<file path="src/rtl/input_loader_if.sv">
// Stream-in / buffer-write bundle between control, the input stream and the
// weight/image buffers, as seen by the input loader.
interface input_loader_if #(
    parameter int DATA_W = 8,
    parameter int ADDR_W = 6
);
    logic              read_enable;
    logic              img_weight_sel;
    logic              in_valid;
    logic [DATA_W-1:0] in_data;
    logic              in_ready;
    logic              wgt_we;
    logic              img_we;
    logic [ADDR_W-1:0] buf_addr;
    logic [DATA_W-1:0] buf_wdata;
    logic              finish_read;
    logic              busy;

    modport master (
        output read_enable, img_weight_sel, in_valid, in_data,
        input  in_ready, wgt_we, img_we, buf_addr, buf_wdata, finish_read, busy
    );

    modport slave (
        input  read_enable, img_weight_sel, in_valid, in_data,
        output in_ready, wgt_we, img_we, buf_addr, buf_wdata, finish_read, busy
    );
endinterface

</file>
<file path="src/rtl/input_loader.sv">
// Loads one weight kernel or one image tile from a valid/ready stream into
// the selected on-chip buffer, then reports completion to control.
module input_loader #(
    parameter int DATA_W       = 8,
    parameter int WEIGHT_WORDS = 9,
    parameter int IMG_WORDS    = 64,
    parameter int ADDR_W       = 6
) (
    input  logic          clk,
    input  logic          rst,
    input_loader_if.slave bus
);

    typedef enum logic [1:0] {
        S_IDLE     = 2'd0,
        S_LOAD     = 2'd1,
        S_DONE     = 2'd2,
        S_WAIT_REL = 2'd3
    } state_t;

    localparam logic [ADDR_W-1:0] WGT_LAST = ADDR_W'(WEIGHT_WORDS - 1);
    localparam logic [ADDR_W-1:0] IMG_LAST = ADDR_W'(IMG_WORDS - 1);

    state_t            state_q, state_d;
    logic [ADDR_W-1:0] count_q, count_d;
    logic [ADDR_W-1:0] last_q, last_d;
    logic              sel_q, sel_d;

    logic              wgt_we_q, wgt_we_d;
    logic              img_we_q, img_we_d;
    logic [ADDR_W-1:0] addr_q, addr_d;
    logic [DATA_W-1:0] wdata_q, wdata_d;
    logic              finish_q, finish_d;
    logic              busy_q, busy_d;

    logic              in_ready_s;
    logic              hs_s;

    // in_ready depends on state only so the stream never sees a loop through in_valid.
    assign in_ready_s = (state_q == S_LOAD);
    assign hs_s       = bus.in_valid & in_ready_s;

    // Next-state, counter and registered-output decode.
    always_comb begin
        state_d  = state_q;
        count_d  = count_q;
        last_d   = last_q;
        sel_d    = sel_q;
        wgt_we_d = 1'b0;
        img_we_d = 1'b0;
        addr_d   = addr_q;
        wdata_d  = wdata_q;

        case (state_q)
            S_IDLE: begin
                if (bus.read_enable) begin
                    sel_d   = bus.img_weight_sel;
                    last_d  = bus.img_weight_sel ? WGT_LAST : IMG_LAST;
                    count_d = {ADDR_W{1'b0}};
                    state_d = S_LOAD;
                end else begin
                    state_d = S_IDLE;
                end
            end
            S_LOAD: begin
                if (!bus.read_enable) begin
                    count_d = {ADDR_W{1'b0}};
                    state_d = S_IDLE;
                end else if (hs_s && (count_q == last_q)) begin
                    state_d = S_DONE;
                end else if (hs_s) begin
                    count_d = count_q + ADDR_W'(1);
                end else begin
                    state_d = S_LOAD;
                end
            end
            S_DONE: begin
                state_d = S_WAIT_REL;
            end
            S_WAIT_REL: begin
                if (!bus.read_enable) begin
                    state_d = S_IDLE;
                end else begin
                    state_d = S_WAIT_REL;
                end
            end
            default: begin
                state_d = S_IDLE;
            end
        endcase

        // An accepted word is written even in the cycle control aborts.
        if (hs_s) begin
            wgt_we_d = sel_q;
            img_we_d = ~sel_q;
            addr_d   = count_q;
            wdata_d  = bus.in_data;
        end else begin
            wgt_we_d = 1'b0;
            img_we_d = 1'b0;
        end

        finish_d = (state_d == S_DONE);
        busy_d   = (state_d != S_IDLE);
    end

    // Control state registers.
    always_ff @(posedge clk or negedge rst) begin
        if (!rst) begin
            state_q <= S_IDLE;
            count_q <= {ADDR_W{1'b0}};
            last_q  <= {ADDR_W{1'b0}};
            sel_q   <= 1'b0;
        end else begin
            state_q <= state_d;
            count_q <= count_d;
            last_q  <= last_d;
            sel_q   <= sel_d;
        end
    end

    // Registered buffer-write and status outputs.
    always_ff @(posedge clk or negedge rst) begin
        if (!rst) begin
            wgt_we_q <= 1'b0;
            img_we_q <= 1'b0;
            addr_q   <= {ADDR_W{1'b0}};
            wdata_q  <= {DATA_W{1'b0}};
            finish_q <= 1'b0;
            busy_q   <= 1'b0;
        end else begin
            wgt_we_q <= wgt_we_d;
            img_we_q <= img_we_d;
            addr_q   <= addr_d;
            wdata_q  <= wdata_d;
            finish_q <= finish_d;
            busy_q   <= busy_d;
        end
    end

    assign bus.in_ready    = in_ready_s;
    assign bus.wgt_we      = wgt_we_q;
    assign bus.img_we      = img_we_q;
    assign bus.buf_addr    = addr_q;
    assign bus.buf_wdata   = wdata_q;
    assign bus.finish_read = finish_q;
    assign bus.busy        = busy_q;

endmodule
</file>
<file path="src/flat_wrapper.sv">
// flat-port wrapper written by rule: the top's interface ports become plain ports
module input_loader_flat 
#(
    parameter int DATA_W       = 8,
    parameter int WEIGHT_WORDS = 9,
    parameter int IMG_WORDS    = 64,
    parameter int ADDR_W       = 6
)
  (clk, rst, bus_read_enable, bus_img_weight_sel, bus_in_valid, bus_in_data, bus_in_ready, bus_wgt_we, bus_img_we, bus_buf_addr, bus_buf_wdata, bus_finish_read, bus_busy);
  input_loader_if #(.DATA_W(DATA_W), .ADDR_W(ADDR_W)) bus_i ();
  input  logic clk;
  input  logic rst;
  input wire logic [$bits(bus_i.read_enable)-1:0] bus_read_enable;
  input wire logic [$bits(bus_i.img_weight_sel)-1:0] bus_img_weight_sel;
  input wire logic [$bits(bus_i.in_valid)-1:0] bus_in_valid;
  input wire logic [$bits(bus_i.in_data)-1:0] bus_in_data;
  output wire logic [$bits(bus_i.in_ready)-1:0] bus_in_ready;
  output wire logic [$bits(bus_i.wgt_we)-1:0] bus_wgt_we;
  output wire logic [$bits(bus_i.img_we)-1:0] bus_img_we;
  output wire logic [$bits(bus_i.buf_addr)-1:0] bus_buf_addr;
  output wire logic [$bits(bus_i.buf_wdata)-1:0] bus_buf_wdata;
  output wire logic [$bits(bus_i.finish_read)-1:0] bus_finish_read;
  output wire logic [$bits(bus_i.busy)-1:0] bus_busy;
  assign bus_i.read_enable = bus_read_enable;
  assign bus_i.img_weight_sel = bus_img_weight_sel;
  assign bus_i.in_valid = bus_in_valid;
  assign bus_i.in_data = bus_in_data;
  assign bus_in_ready = bus_i.in_ready;
  assign bus_wgt_we = bus_i.wgt_we;
  assign bus_img_we = bus_i.img_we;
  assign bus_buf_addr = bus_i.buf_addr;
  assign bus_buf_wdata = bus_i.buf_wdata;
  assign bus_finish_read = bus_i.finish_read;
  assign bus_busy = bus_i.busy;
  input_loader #(.DATA_W(DATA_W), .WEIGHT_WORDS(WEIGHT_WORDS), .IMG_WORDS(IMG_WORDS), .ADDR_W(ADDR_W)) u_core (.clk(clk), .rst(rst), .bus(bus_i));
endmodule
</file>
<file path="config.mk">
export PLATFORM = sky130hd
export DESIGN_NAME = input_loader_flat
export DESIGN_NICKNAME = d
export VERILOG_FILES = /design/src/rtl/input_loader_if.sv /design/src/rtl/input_loader.sv /design/src/flat_wrapper.sv
export SDC_FILE = /design/constraint.sdc
export NUM_CORES = 1
export LEC_CHECK = 0
export ABC_AREA = 0
export CORE_ASPECT_RATIO = 1.4
export CORE_MARGIN = 10
export CORE_UTILIZATION = 46
export CTS_BUF_LIST = sky130_fd_sc_hd__clkbuf_16
export DETAILED_ROUTE_END_ITERATION = 12
export PLACE_DENSITY = 0.71
export SETUP_SLACK_MARGIN = 0.02
export SYNTH_ARGS = -nofsm -noshare
export SYNTH_HDL_FRONTEND = slang
export SYNTH_SLANG_ARGS = --single-unit
export TNS_END_PERCENT = 50
</file>
<file path="constraint.sdc">
create_clock -name clk -period 2.3 [get_ports clk]
set_input_delay 0.23 -clock clk [delete_from_list [all_inputs] [get_ports clk]]
set_output_delay 0.23 -clock clk [all_outputs]
set_load 0.05 [all_outputs]
</file>
==> flow_summary_export.csv <==
group,metric,value,unit
outcome,status,"complete, no violations",
grt,first_global_vias,1046,
cts,post_cts_resized,0,
cts,cts_num_sinks,29,
worst_setup_path,critPathTopFamily,"buffers and inverters",
cells_and_area,fin_nets,183,
detailed_routing,drc,0,
timing,totalNegativeSetupSlack,0,ps
worst_setup_path,path_class,"reg -> out",
floorplanning,die_w,64.8,um
worst_setup_path,critPathCaptureType,"output pin",
floorplanning,top_level_ports,32,
detailed_routing,vias,1043,
grt,track_usage,12.5,%
synth,ys_seq_area_share,56.1,%
placement,post-place-ws,316,ps
worst_setup_path,reg2reg_to,"u_core.count_q[3]",
power,vdd_ir_drop_max,0.000495,V
timing,skew,1.36,ps
worst_setup_path,required,2070,ps
grt,antenna_found_initial,0,
worst_setup_path,cp_slowest_cell,"clkdlybuf4s50_1",
worst_setup_path,worst-path-stages,2,
cells_and_area,final_cell_mix,"nand2_1 (39), clkdlybuf4s50_1 (31), dfrtp_1 (29)",
detailed_routing,drtIter0Drc,50,
worst_setup_path,worst-path-max-fanout,9,
synth,syn-cell-area,1290,um2
cells_and_area,final_common_cell,"nand2_1",
cts,htree_num_levels,2,
grt,grt_start_max_net_pins,30,
cells_and_area,antenna_cells,0,
floorplanning,fp.dieArea,5360,um2
timing,max_slew_margin,60.5,%
detailed_routing,drt-wirelength-per-cell,15.1,um
worst_setup_path,critPathLaunchType,"flip-flop",
worst_setup_path,crit_buf_inv,1,
synth,synth_seq_cells,29,
synth,yosysUniqueCellTypes,35,
timing,period_share,88.2,%
power,p_leak,0.816,nW
cts,post-cts-setup-buffers,0,
floorplanning,design.core.area,2670,um2
worst_setup_path,worstPathCellList,"nor2b_1, clkdlybuf4s50_1",
cts,cts_root_buffer,"clkbuf_16",
worst_hold_path,hp-class,"in -> async",
floorplanning,die_h,82.8,um
floorplanning,initial_core_util,48.5,%
placement,port_buffers,31,
timing,rsz0062_at_grt,"no",
worst_setup_path,r2r_start,"u_core.count_q[0]",
synth,syn_inst,132,
synth,ys_top_cells_by_area,"dfrtp_1 (56%), nand2_1 (11%), nand3_1 (2.7%)",
detailed_routing,drtAntennaViolNets,0,
synth,synth_largest_area_cell,"dfrtp_1",
timing,setup_violations,0,
synth,netlist.area_leader.share,56.1,%
cts,numCtsBuffers,5,
detailed_routing,routed_wl,3110,um
worst_setup_path,crit_arrival,1800,ps
worst_setup_path,rr_worst_depth,5,
placement,dpl.hpwl,2290,um
worst_setup_path,rrSetupSlack,520,ps
cts,clkLatencyLatePin,270,ps
cells_and_area,layout-drive-gt1-share,11.2,%
timing,fin_crit,2030,ps
timing,setup_ws,272,ps
timing,slew_violations,0,
worst_setup_path,max_stage_delay,850,ps
grt,grt_pass1_wl,5180,um
grt,grt-ovfl-total,0,
cells_and_area,fillers,234,
timing,fmax,0.493,GHz
synth,yosys_warnings,0,
detailed_routing,drtPass1Iterations,4,
flow_run,max_cap_violations,0,
synth,avgSynthCellArea,9.80,um2
floorplanning,rows,22,
cts,hold_buffers,0,
cts,cts_tree,"built",
cells_and_area,area_growth,38.4,%
synth,syn_nets,146,
detailed_routing,vias_per_cell,5.06,
power,powerDensity,827,nW/um2
timing,hold_violations,0,
cts,path_clk_slew,50,ps
timing,worstMarginPinSlew,591,ps
placement,gp_congestion,0.842,
cts,cts_buffer_depth,2,
-- synth_stat cells --
| cell type | number |
|---|---|
| nand2_1 | 39 |
| dfrtp_1 | 29 |
| nand3_1 | 7 |
| nor2_1 | 6 |
| inv_1 | 5 |
| o21ai_0 | 5 |
| clkbuf_1 | 3 |
| nor3_1 | 3 |
| a21oi_1 | 2 |
| and3_1 | 2 |
| and3b_1 | 2 |
| mux2_2 | 2 |
| nor2b_1 | 2 |
| nor3b_1 | 2 |
| o211ai_1 | 2 |
| or2_2 | 2 |
| a2111oi_0 | 1 |
| a21oi_2 | 1 |
| a22o_1 | 1 |
| a2bb2oi_1 | 1 |
| and2_1 | 1 |
| and3b_4 | 1 |
| buf_4 | 1 |
| ha_1 | 1 |
| mux2i_1 | 1 |
| nand3b_1 | 1 |
| nand4_1 | 1 |
| o211ai_2 | 1 |
| o22a_1 | 1 |
| o22ai_2 | 1 |
| or3_1 | 1 |
| or3_4 | 1 |
| or4_1 | 1 |
| or4_4 | 1 |
| xnor2_1 | 1 |
-- final cells by class --
class	count	area, um2	area share [%]
clock inverter	3	12.5	0.699
timing repair buffer	34	333	18.6
clock buffer	5	125	6.99
tap	36	45.0	2.52
multi-input combinational	94	531	29.6
inverter	5	18.8	1.05
sequential	29	726	40.5
-- power by group --
group	switching, W	internal [W]	total [W]	leakage, nW
Sequential	0.0000273	0.000554	0.000581	0.374
Combinational	0.000198	0.000111	0.000309	0.373
Clock	0.000202	0.000389	0.000591	0.0687
Total	0.000428	0.00105	0.00148	0.816
-- registers in the layout, indices dropped and copies added (netlist names), 2 cells and up --
| register | flops |
|---|---|
| u_core.bus.buf_wdata | 8 |
| u_core.bus.buf_addr | 6 |
| u_core.count_q | 6 |
| u_core.last_q | 2 |
| u_core.state_q | 2 |
-- cell families (layout without fill, tap and decap cells) --
group | after synthesis | after routing | synth area share (%)
buffers and inverters | 9 | 47 | 2.90
xor gates and xnor gates | 1 | 1 | 0.677
muxes | 3 | 3 | 2.51
and+or+nand+nor | 73 | 73 | 27.7
DFF | 29 | 29 | 56.1
adders and majority gates | 1 | 1 | 0.967
AOI/OAI and AO/OA | 16 | 16 | 9.19
-- metrics by stage --
stage	power (W)	hold WS, ps	utilization, %	instances	area, um2
2_1_floorplan	0.000773	-65.6	-	132	1290
3_3_place_gp	0.000895	428	61.9	198	1650
3_5_place_dp	0.000901	438	61.9	198	1650
4_1_cts	0.00150	373	67.1	206	1790
5_1_grt	0.00155	392	67.1	206	1790
6_report	0.00148	360	67.1	206	1790
-- worst max-delay path by stage --
stage | start | to
3_3_place_gp | bus_read_enable | u_core.count_q[4]
6_report | u_core.state_q[0] | bus_in_ready
3_5_place_dp | bus_read_enable | u_core.count_q[4]
4_1_cts | u_core.state_q[0] | bus_in_ready
2_1_floorplan | u_core.state_q[1] | u_core.bus.buf_addr[0]
5_1_grt | u_core.state_q[0] | bus_in_ready
-- metal layers --
| metal | GRT usage, % | vias to the layer above | wire (um) |
|---|---|---|---|
| li1 | - | 520 | - |
| met1 | 14.1 | 484 | 1300 |
| met2 | 20.9 | 34 | 1570 |
| met3 | 4.72 | 5 | 194 |
| met4 | 4.94 | 0 | 41 |
| met5 | 0 | - | 0 |
Power figures use the tool's default switching activity.
